`config.mk`:
```
export PLATFORM = sky130hd
export DESIGN_NAME = if_load_ctrl
export DESIGN_NICKNAME = d
export VERILOG_FILES = /design/src/rtl/if_load_ctrl.sv
export SDC_FILE = /design/constraint.sdc
export NUM_CORES = 1
export LEC_CHECK = 0
export CORE_AREA = 5 5 165 152
export CTS_BUF_LIST = sky130_fd_sc_hd__clkbuf_8
export DETAILED_ROUTE_END_ITERATION = 12
export DIE_AREA = 0 0 170 157
export HOLD_SLACK_MARGIN = 0.02
export PLACE_DENSITY = 0.57
export SYNTH_ARGS = -nofsm -noshare
export SYNTH_HDL_FRONTEND = slang
export SYNTH_SLANG_ARGS = --single-unit
export TNS_END_PERCENT = 1
```
`constraint.sdc`:
```
create_clock -name CLK -period 2.5 [get_ports CLK]
set_input_delay 0.5 -clock CLK [delete_from_list [all_inputs] [get_ports CLK]]
set_output_delay 0.5 -clock CLK [all_outputs]
set_load 0.01 [all_outputs]
```
`src/rtl/if_load_ctrl.sv`:
```
// Boot loader for the IF stage: packs a byte stream into 32-bit words, writes them via WE/W_Ins/bout/newPC, then releases the core.
// Optional trailing checksum byte: define IF_LOAD_CHKSUM_EN.
module if_load_ctrl #(
  parameter int IMEM_WORDS = 64,
  parameter bit BIG_ENDIAN = 1'b1
) (
  input  logic        CLK,
  input  logic        RST_N,
  input  logic        START,
  input  logic [7:0]  LEN,
  input  logic [7:0]  RX_DATA,
  input  logic        RX_VALID,
  output logic        RX_READY,
  output logic        IF_RST,
  output logic        IF_WE,
  output logic [31:0] IF_W_INS,
  output logic [1:0]  IF_BOUT,
  output logic [31:0] IF_NEWPC,
  output logic        BUSY,
  output logic        DONE,
  output logic        ERR,
  output logic        CORE_RUN
);

  typedef enum logic [2:0] {
    S_IDLE, S_CLR, S_RECV, S_WRITE, S_STEP, S_FIN, S_RUN
`ifdef IF_LOAD_CHKSUM_EN
    , S_CHK
`endif
  } state_t;

  state_t      r_state, w_next;
  logic [1:0]  r_bcnt;
  logic [7:0]  r_wcnt, r_len;
  logic [31:0] r_addr, r_pack;
  logic [7:0]  r_sum;

  logic        w_acc, w_start_win, w_len_ok, w_start_ok, w_start_bad, w_chk_bad;
  logic [31:0] w_pack_nxt;

  logic        w_rdy_d, w_ifrst_d, w_we_d, w_busy_d, w_done_d, w_err_d, w_run_d;
  logic [1:0]  w_bout_d;
  logic [31:0] w_ins_d, w_npc_d;

  assign w_acc       = RX_VALID & RX_READY;
  assign w_start_win = (r_state == S_IDLE) || (r_state == S_RUN);
  assign w_len_ok    = (LEN != 8'd0) && (32'(LEN) <= 32'(IMEM_WORDS));
  assign w_start_ok  = START & w_start_win & w_len_ok;
  assign w_start_bad = START & w_start_win & ~w_len_ok;
  assign w_pack_nxt  = BIG_ENDIAN ? {r_pack[23:0], RX_DATA} : {RX_DATA, r_pack[31:8]};

`ifdef IF_LOAD_CHKSUM_EN
  assign w_chk_bad = (r_state == S_CHK) && w_acc && (RX_DATA != r_sum);
`else
  assign w_chk_bad = 1'b0;
`endif

  always_comb begin
    w_next = r_state;
    case (r_state)
      S_IDLE, S_RUN: if (w_start_ok) w_next = S_CLR;
      S_CLR:   w_next = S_RECV;
      S_RECV:  if (w_acc && r_bcnt == 2'd3) w_next = S_WRITE;
      S_WRITE: w_next = S_STEP;
      S_STEP: begin
        if (r_wcnt == r_len) begin
`ifdef IF_LOAD_CHKSUM_EN
          w_next = S_CHK;
`else
          w_next = S_FIN;
`endif
        end else begin
          w_next = S_RECV;
        end
      end
`ifdef IF_LOAD_CHKSUM_EN
      S_CHK: if (w_acc) w_next = w_chk_bad ? S_IDLE : S_FIN;
`endif
      S_FIN:   w_next = S_RUN;
      default: w_next = S_IDLE;
    endcase
  end

  // Outputs are decoded from the next state and registered, so each output lines up with its state.
  always_comb begin
    w_rdy_d   = 1'b0;
    w_ifrst_d = 1'b0;
    w_we_d    = 1'b0;
    w_bout_d  = 2'b00;
    w_busy_d  = 1'b0;
    w_done_d  = 1'b0;
    w_run_d   = 1'b0;
    w_ins_d   = IF_W_INS;
    w_npc_d   = IF_NEWPC;
    w_err_d   = ERR;
    case (w_next)
      S_IDLE:  w_ifrst_d = 1'b1;
      S_CLR:   begin w_ifrst_d = 1'b1; w_busy_d = 1'b1; end
      S_RECV:  begin w_rdy_d = 1'b1; w_busy_d = 1'b1; end
      S_WRITE: begin w_we_d = 1'b1; w_busy_d = 1'b1; w_ins_d = w_pack_nxt; end
      S_STEP:  begin w_bout_d = 2'b01; w_busy_d = 1'b1; w_npc_d = r_addr + 32'd4; end
`ifdef IF_LOAD_CHKSUM_EN
      S_CHK:   begin w_rdy_d = 1'b1; w_busy_d = 1'b1; end
`endif
      S_FIN:   begin w_ifrst_d = 1'b1; w_done_d = 1'b1; end
      S_RUN:   w_run_d = 1'b1;
      default: w_ifrst_d = 1'b1;
    endcase
    if (w_start_ok)                    w_err_d = 1'b0;
    else if (w_start_bad || w_chk_bad) w_err_d = 1'b1;
  end

  always_ff @(posedge CLK or negedge RST_N) begin
    if (!RST_N) begin
      r_state  <= S_IDLE;
      RX_READY <= 1'b0;
      IF_RST   <= 1'b1;
      IF_WE    <= 1'b0;
      IF_W_INS <= 32'd0;
      IF_BOUT  <= 2'b00;
      IF_NEWPC <= 32'd0;
      BUSY     <= 1'b0;
      DONE     <= 1'b0;
      ERR      <= 1'b0;
      CORE_RUN <= 1'b0;
    end else begin
      r_state  <= w_next;
      RX_READY <= w_rdy_d;
      IF_RST   <= w_ifrst_d;
      IF_WE    <= w_we_d;
      IF_W_INS <= w_ins_d;
      IF_BOUT  <= w_bout_d;
      IF_NEWPC <= w_npc_d;
      BUSY     <= w_busy_d;
      DONE     <= w_done_d;
      ERR      <= w_err_d;
      CORE_RUN <= w_run_d;
    end
  end

  always_ff @(posedge CLK or negedge RST_N) begin
    if (!RST_N) begin
      r_bcnt <= 2'd0;
      r_wcnt <= 8'd0;
      r_len  <= 8'd0;
      r_addr <= 32'd0;
      r_pack <= 32'd0;
      r_sum  <= 8'd0;
    end else begin
      if (w_start_ok) r_len <= LEN;
      case (r_state)
        S_CLR: begin
          r_addr <= 32'd0;
          r_wcnt <= 8'd0;
          r_bcnt <= 2'd0;
          r_sum  <= 8'd0;
        end
        S_RECV: if (w_acc) begin
          r_pack <= w_pack_nxt;
          r_bcnt <= r_bcnt + 2'd1;
          r_sum  <= r_sum + RX_DATA;
        end
        S_WRITE: r_wcnt <= r_wcnt + 8'd1;
        S_STEP:  r_addr <= r_addr + 32'd4;
        default: ;
      endcase
    end
  end

endmodule
```
==> results of run 1 <==
==> power breakdown <==
group          total, W  leakage, nW  internal, W  switching (W)
combinational   0.00294         1.44      0.00167        0.00127
clock           0.00222        0.241      0.00123       0.000997
sequential      0.00359         1.86      0.00312       0.000476
==> area by class of cell <==
type	count	area (µm²)	area share (%)
Clock buffer	17	234	2.71
Tap cell	302	378	4.38
Clock inverter	14	241	2.80
Multi-Input combinational cell	425	2910	33.7
Inverter	13	48.8	0.566
Timing Repair Buffer	121	1180	13.7
Sequential cell	145	3630	42.1
==> worst max path at each step <==
stage,slack [ns],to,cells past startpoint,start
2_1_floorplan,0.48,r_len[0]$_DFFE_PN0P_,5,LEN[7]
3_3_place_gp,0.03,r_len[0]$_DFFE_PN0P_,5,START
3_5_place_dp,-0.005,r_len[4]$_DFFE_PN0P_,5,START
4_1_cts,0.41,IF_NEWPC[31]$_DFFE_PN0P_,4,r_addr[8]$_DFFE_PN0P_
5_1_grt,0.26,IF_NEWPC[31]$_DFFE_PN0P_,4,r_addr[8]$_DFFE_PN0P_
6_report,0.39,IF_NEWPC[31]$_DFFE_PN0P_,4,r_addr[8]$_DFFE_PN0P_
==> routing by layer <==
metal	vias to the layer above	part of all wire, %	routed length (µm)	GRT usage (%)
li1	2491	-	-	-
met1	2541	49	7830	17.4
met2	124	45	7160	18.8
met3	17	5.4	873	3.24
met4	0	1.3	205	3.61
met5	-	0	0	0
==> layout by cell type (no fill, tap or decap), drive strengths merged, types with 3 or more instances in the layout <==
master | netlist | routed
inv | 13 | 21
nand4 | 17 | 17
o31ai | 16 | 16
nand3 | 13 | 13
o22ai | 3 | 3
conb | 1 | 3
or4 | 9 | 9
bufinv | 0 | 5
or3 | 10 | 10
and2 | 5 | 5
a31oi | 34 | 34
nand2 | 55 | 55
dfrtp | 144 | 144
clkbuf | 14 | 17
xor2 | 14 | 14
xnor2 | 9 | 9
nor2 | 34 | 34
o21ai | 55 | 55
a41oi | 5 | 5
o31a | 3 | 3
clkdlybuf4s50 | 0 | 88
and3 | 5 | 5
a22o | 5 | 5
buf | 35 | 32
a21oi | 9 | 9
mux2 | 62 | 62
and4 | 7 | 7
ha | 3 | 3
nor3 | 8 | 8
nor4 | 12 | 12
==> worst max-delay path: stages (launching register included) <==
cell and delay, ns:
dfrtp_1 0.49, and4_1 0.41, nand4_1 0.38, or4_1 0.59, a31oi_1 0.17
==> flip-flops by register name (all words and copies together), names as in the netlist, 2 cells and up <==
register  cells
IF_NEWPC     30
IF_W_INS     32
r_addr       30
r_bcnt        2
r_len         8
r_pack       24
r_state       3
r_wcnt        8
==> stage by stage <==
step / setup TNS, ns / util, % / power [W] / std cells / setup WS, ns
floorplan: 0 / - / 0.00516 / 632 / 0.483
global placement: 0 / 35.4 / 0.00659 / 1005 / 0.0279
detailed placement: -0.00755 / 35.4 / 0.00665 / 1005 / -0.00530
CTS: 0 / 37.5 / 0.00891 / 1037 / 0.410
global route: 0 / 37.5 / 0.00933 / 1037 / 0.256
finish: 0 / 37.5 / 0.00876 / 1037 / 0.395
==> kinds of logic after synthesis <==
logic type | count (synthesis) | synth area share (%)
other cells | 1 | 0.0550
simple gates | 183 | 14.2
buf+inv | 62 | 4.26
fa+ha+maj | 3 | 0.551
compound gates | 149 | 13.9
flops | 145 | 53.2
xor+xnor | 23 | 2.96
mux | 64 | 10.9
==> results.toml, run 1 <==
[logic_synthesis]
synth_most_common_cell = "dfrtp_1"
syn_area_um2 = 6820
synth_edf_count = 0
syn_avg_cell_area_um2 = 10.8
yosysWarnings = 0
syn_inst = 630
synthTopCellsByCount = "dfrtp_1, o21ai_0, nand2_1"
synth_top_cell_area_share_pct = 52.9
synth_top_area_cell = "dfrtp_1"
synthDistinctLibCells = 60
async_flop_share_pct = 100
synth_area_leaders = "dfrtp_1, mux2_2, o21ai_0, mux2_1, a31oi_1"
synth-seq-cells = 145
dominantRegCellSynth = "dfrtp_1"
yosysSeqAreaShare_pct = 53.2

[worst_setup_path]
r2r_start = "r_addr[8]$_DFFE_PN0P_"
critPathLaunchType = "flip-flop"
end_kind = "flip-flop"
rrSetupSlack_ns = 0.39
worstReg2RegEnd = "IF_NEWPC[31]$_DFFE_PN0P_"
crit_type = "reg2reg"
crit_fanout = 9
reg2reg_depth = 4
arrival_ns = 2.48
cp.required_ns = 2.88

[hold_path]
worstHoldStart = "IF_NEWPC[11]$_DFFE_PN0P_"
hold_path.class = "reg2reg"
min_to = "IF_NEWPC[11]$_DFFE_PN0P_"
whs_path_depth = 2

[clock_tree]
cts_tree = "built"
cts_sinks = 145
cts_buffers = 17
post-cts-setup-buffers = 0
cts_buffer_depth = 2
cts-root-buf = "clkbuf_8"
cts_hold_buf = 1
h-tree-depth = 4
cts.clk_slew.worst_paths_ns = 0.09
worstSkewPairLatency_ns = 0.45
cts.repair.resized = 0

[global_route]
grt_pass1_vias = 5080
grt-ovfl-total = 0
grt_max_degree = 53
grt_pass1_wl_um = 26900
groute.usage.overall_pct = 12.3
antenna_found_initial = 0

[sta]
drv_slew = 0
finalSetupViolCount = 0
worst_pin_slew_ns = 0.673
max_freq_ghz = 0.475
post-route-min-period_ns = 2.11
fin_hold_ws_ns = 0.487
fin_skew_ns = 0.0164
hold_violations = 0
period_share_pct = 84.2
slew_headroom_pct = 55.1
rsz0062_at_grt = "no"

[power_and_ir_drop]
powerDensity_nw_per_um2 = 1020
ir_drop_mv = 0.387
leakage_nw = 3.54

[drt]
vias = 5173
avgRoutedWirePerCell_um = 15.5
final_antenna_net_count = 0
first_pass_iters = 5
drt_iter0_drc = 343
drcViolationCount = 0
vias_per_cell = 4.99
wl_um = 16100

[place]
port_buffers = 89
gp_congestion = 0.770
placed_area_um2 = 8140
dp_hpwl_um = 11100

[cells_and_area]
num-fill-cells = 2243
layout-drive-gt1-share_pct = 15.2
final_nets = 746
layout-area-overhead-vs-synth_pct = 26.5
n_antenna_cell = 0
final_cell_area_um2 = 8630

[floorplanning]
io_pins = 93
rows = 53
die_area_um2 = 26700
die_y_um = 157
core_um2 = 23000
initial_utilization_pct = 29.6
die_w_um = 170

[run_status]
status = "finished clean"

[job]
max-cap-violations = 0
(Power assumes the default switching activity.)
==> run 2, diff against run 1 <==
--- a/config.mk
+++ b/config.mk
@@ -10,7 +10,7 @@
 export DETAILED_ROUTE_END_ITERATION = 12
 export DIE_AREA = 0 0 170 157
 export HOLD_SLACK_MARGIN = 0.02
-export PLACE_DENSITY = 0.57
+export PLACE_DENSITY = 0.59
 export SYNTH_ARGS = -nofsm -noshare
 export SYNTH_HDL_FRONTEND = slang
 export SYNTH_SLANG_ARGS = --single-unit
==> constraint.sdc (replaced) <==
create_clock -name CLK -period 1.7 [get_ports CLK]
set_input_delay 0.34 -clock CLK [delete_from_list [all_inputs] [get_ports CLK]]
set_output_delay 0.34 -clock CLK [all_outputs]
set_load 0.01 [all_outputs]
==> results.toml, run 2 (synthesis results as in run 1) <==
[run_status]
status = "finished, violations left"
violations = "negative setup slack"

[cells_and_area]
num-fill-cells = 2262
n_antenna_cell = 0
final_cell_mix = "dfrtp_1, buf_4, dlygate4sd2_1"
instances_no_fill = 1123
multiInputGateArea_um2 = 3120
final_nets = 831
layout-area-overhead-vs-synth_pct = 38.1
postLayoutCoreUtil_pct = 40.9
largestRegisters = "IF_W_INS x32, IF_NEWPC x30, r_addr x30"
regArea_um2 = 3630
regMostFlops = "IF_W_INS"
largest_register_ffs = 32
layout-drive-gt1-share_pct = 28.5
layout_commonest_cell = "dfrtp_1"

[global_route]
grt_pass1_wl_um = 28500
grt_pass1_vias = 5559
groute.usage.overall_pct = 13.1
antenna_found_initial = 0
grt-ovfl-total = 0
grt_max_degree = 42

[sta]
drv_slew = 0
max_freq_ghz = 0.546
setup_ws_ns = -0.131
finalSetupViolCount = 74
period_share_pct = 108
fin_skew_ns = 0.0138
hold_violations = 0
post-route-min-period_ns = 1.83
rsz0062_at_grt = "yes"

[drt]
wl_um = 17100
avgRoutedWirePerCell_um = 15.2
final_antenna_net_count = 0
vias = 5444
vias_per_cell = 4.85
drcViolationCount = 0
first_pass_iters = 4
drt_iter0_drc = 310

[clock_tree]
cts-root-buf = "clkbuf_8"
cts_sinks = 145
cts_buffers = 17
cts_buffer_depth = 2
cts.clk_slew.worst_paths_ns = 0.09
h-tree-depth = 4
cts_tree = "built"
worstSkewPairLatency_ns = 0.45

[power_and_ir_drop]
leakage_nw = 4.32
p_int_w = 0.00839
ir_drop_mv = 0.704
seqPwrFrac_pct = 41.9
clock_power_share_pct = 21.6
switching_power_w = 0.00420
p_total_w = 0.0126
combPwrFrac_pct = 36.5
powerDensity_nw_per_um2 = 1340
swShare_pct = 33.4

[place]
port_buffers = 89
placed_cells = 1085
dp_hpwl_um = 12400
gp_congestion = 0.827

[worst_setup_path]
arrival_ns = 2.17
critPathLaunchType = "flip-flop"
cp.required_ns = 2.04
end_kind = "flip-flop"
crit_type = "reg2reg"
crit_fanout = 7

[floorplanning]
die_y_um = 157
io_pins = 93
rows = 53
initial_utilization_pct = 29.6
die_w_um = 170
core_um2 = 23000
die_area_um2 = 26700

[hold_path]
hold_path.class = "in2async"

[job]
max-cap-violations = 0
## run 2: cell count changes in the layout (fill, tap and decap cells not counted), moves of 6 or more
cell / delta
clkdlybuf4s50_1: -70
buf_4: +69
dlygate4sd2_1: +67
mux2_4: +16
mux2_1: -13
buf_6: +11
o21ai_0: -7
o21ai_1: +6
## run 2: through the flow
step           setup TNS (ns)  setup WS [ns]  area, µm²  hold slack, ns
2_1_floorplan           -4.73         -0.107       6880          0.0444
3_5_place_dp           -24.52         -0.619       8800           0.264
6_report                -4.99         -0.131       9410           0.354
3_3_place_gp           -23.37         -0.601       8800           0.266
5_1_grt                -11.57         -0.175       9410           0.346
4_1_cts                 -4.65         -0.152       9180           0.336
## run 2: path summary, 6_finish.rpt
path	slack, ns	depth (start not counted)	startpoint	to
max	-0.13	4	r_state[0]$_DFF_PN0_	r_len[2]$_DFFE_PN0P_
min	0.35	2	RST_N	DONE$_DFF_PN0_
min reg2reg	0.48	2	IF_NEWPC[13]$_DFFE_PN0P_	IF_NEWPC[13]$_DFFE_PN0P_
min in group CLK	0.48	2	IF_NEWPC[13]$_DFFE_PN0P_	IF_NEWPC[13]$_DFFE_PN0P_
max in group asynchronous	0.79	3	RST_N	r_addr[12]$_DFFE_PN0P_
max reg2reg	-0.13	4	r_state[0]$_DFF_PN0_	r_len[2]$_DFFE_PN0P_
## run 2: metal layers
| layer | wire (µm) | vias to the layer above | track usage [%] |
|---|---|---|---|
| li1 | - | 2668 | - |
| met1 | 8260 | 2650 | 18.3 |
| met2 | 7850 | 113 | 20.9 |
| met3 | 813 | 13 | 3.11 |
| met4 | 184 | 0 | 3.08 |
| met5 | 0 | - | 0 |
## run 2: timing repair
item | 4_1_cts | 5_1_grt
buffers inserted | 0 | 5
pin swaps | 12 | 17
gates cloned | 0 | 0
hold buffers | 1 | 0
hold endpoints to repair | 30 | 0
endpoints found under the setup margin | 186 | 128
resized for setup | 89 | 52
## run 2: final cells by class
class	instances	share of cell area, %
clock inverter	14	1.54
timing repair buffer	206	19.6
clock buffer	18	2.63
multi-input combinational	425	33.1
sequential	145	38.6
inverter	13	0.545
tap	302	4.01
## run 2: power groups by stage
stage	clock [W]	combinational [W]	sequential [W]
2_1_floorplan	0	0.00217	0.00551
3_3_place_gp	0	0.00474	0.00534
3_5_place_dp	0	0.00483	0.00537
4_1_cts	0.00282	0.00444	0.00528
5_1_grt	0.00295	0.00507	0.00546
6_report	0.00272	0.00460	0.00528
## run 2: worst max-delay path, stage by stage (launching register included)
cell      delay, ns
dfrtp_1        0.42
or4b_4         0.50
a211oi_2       0.24
or2_4          0.22
mux2_2         0.35
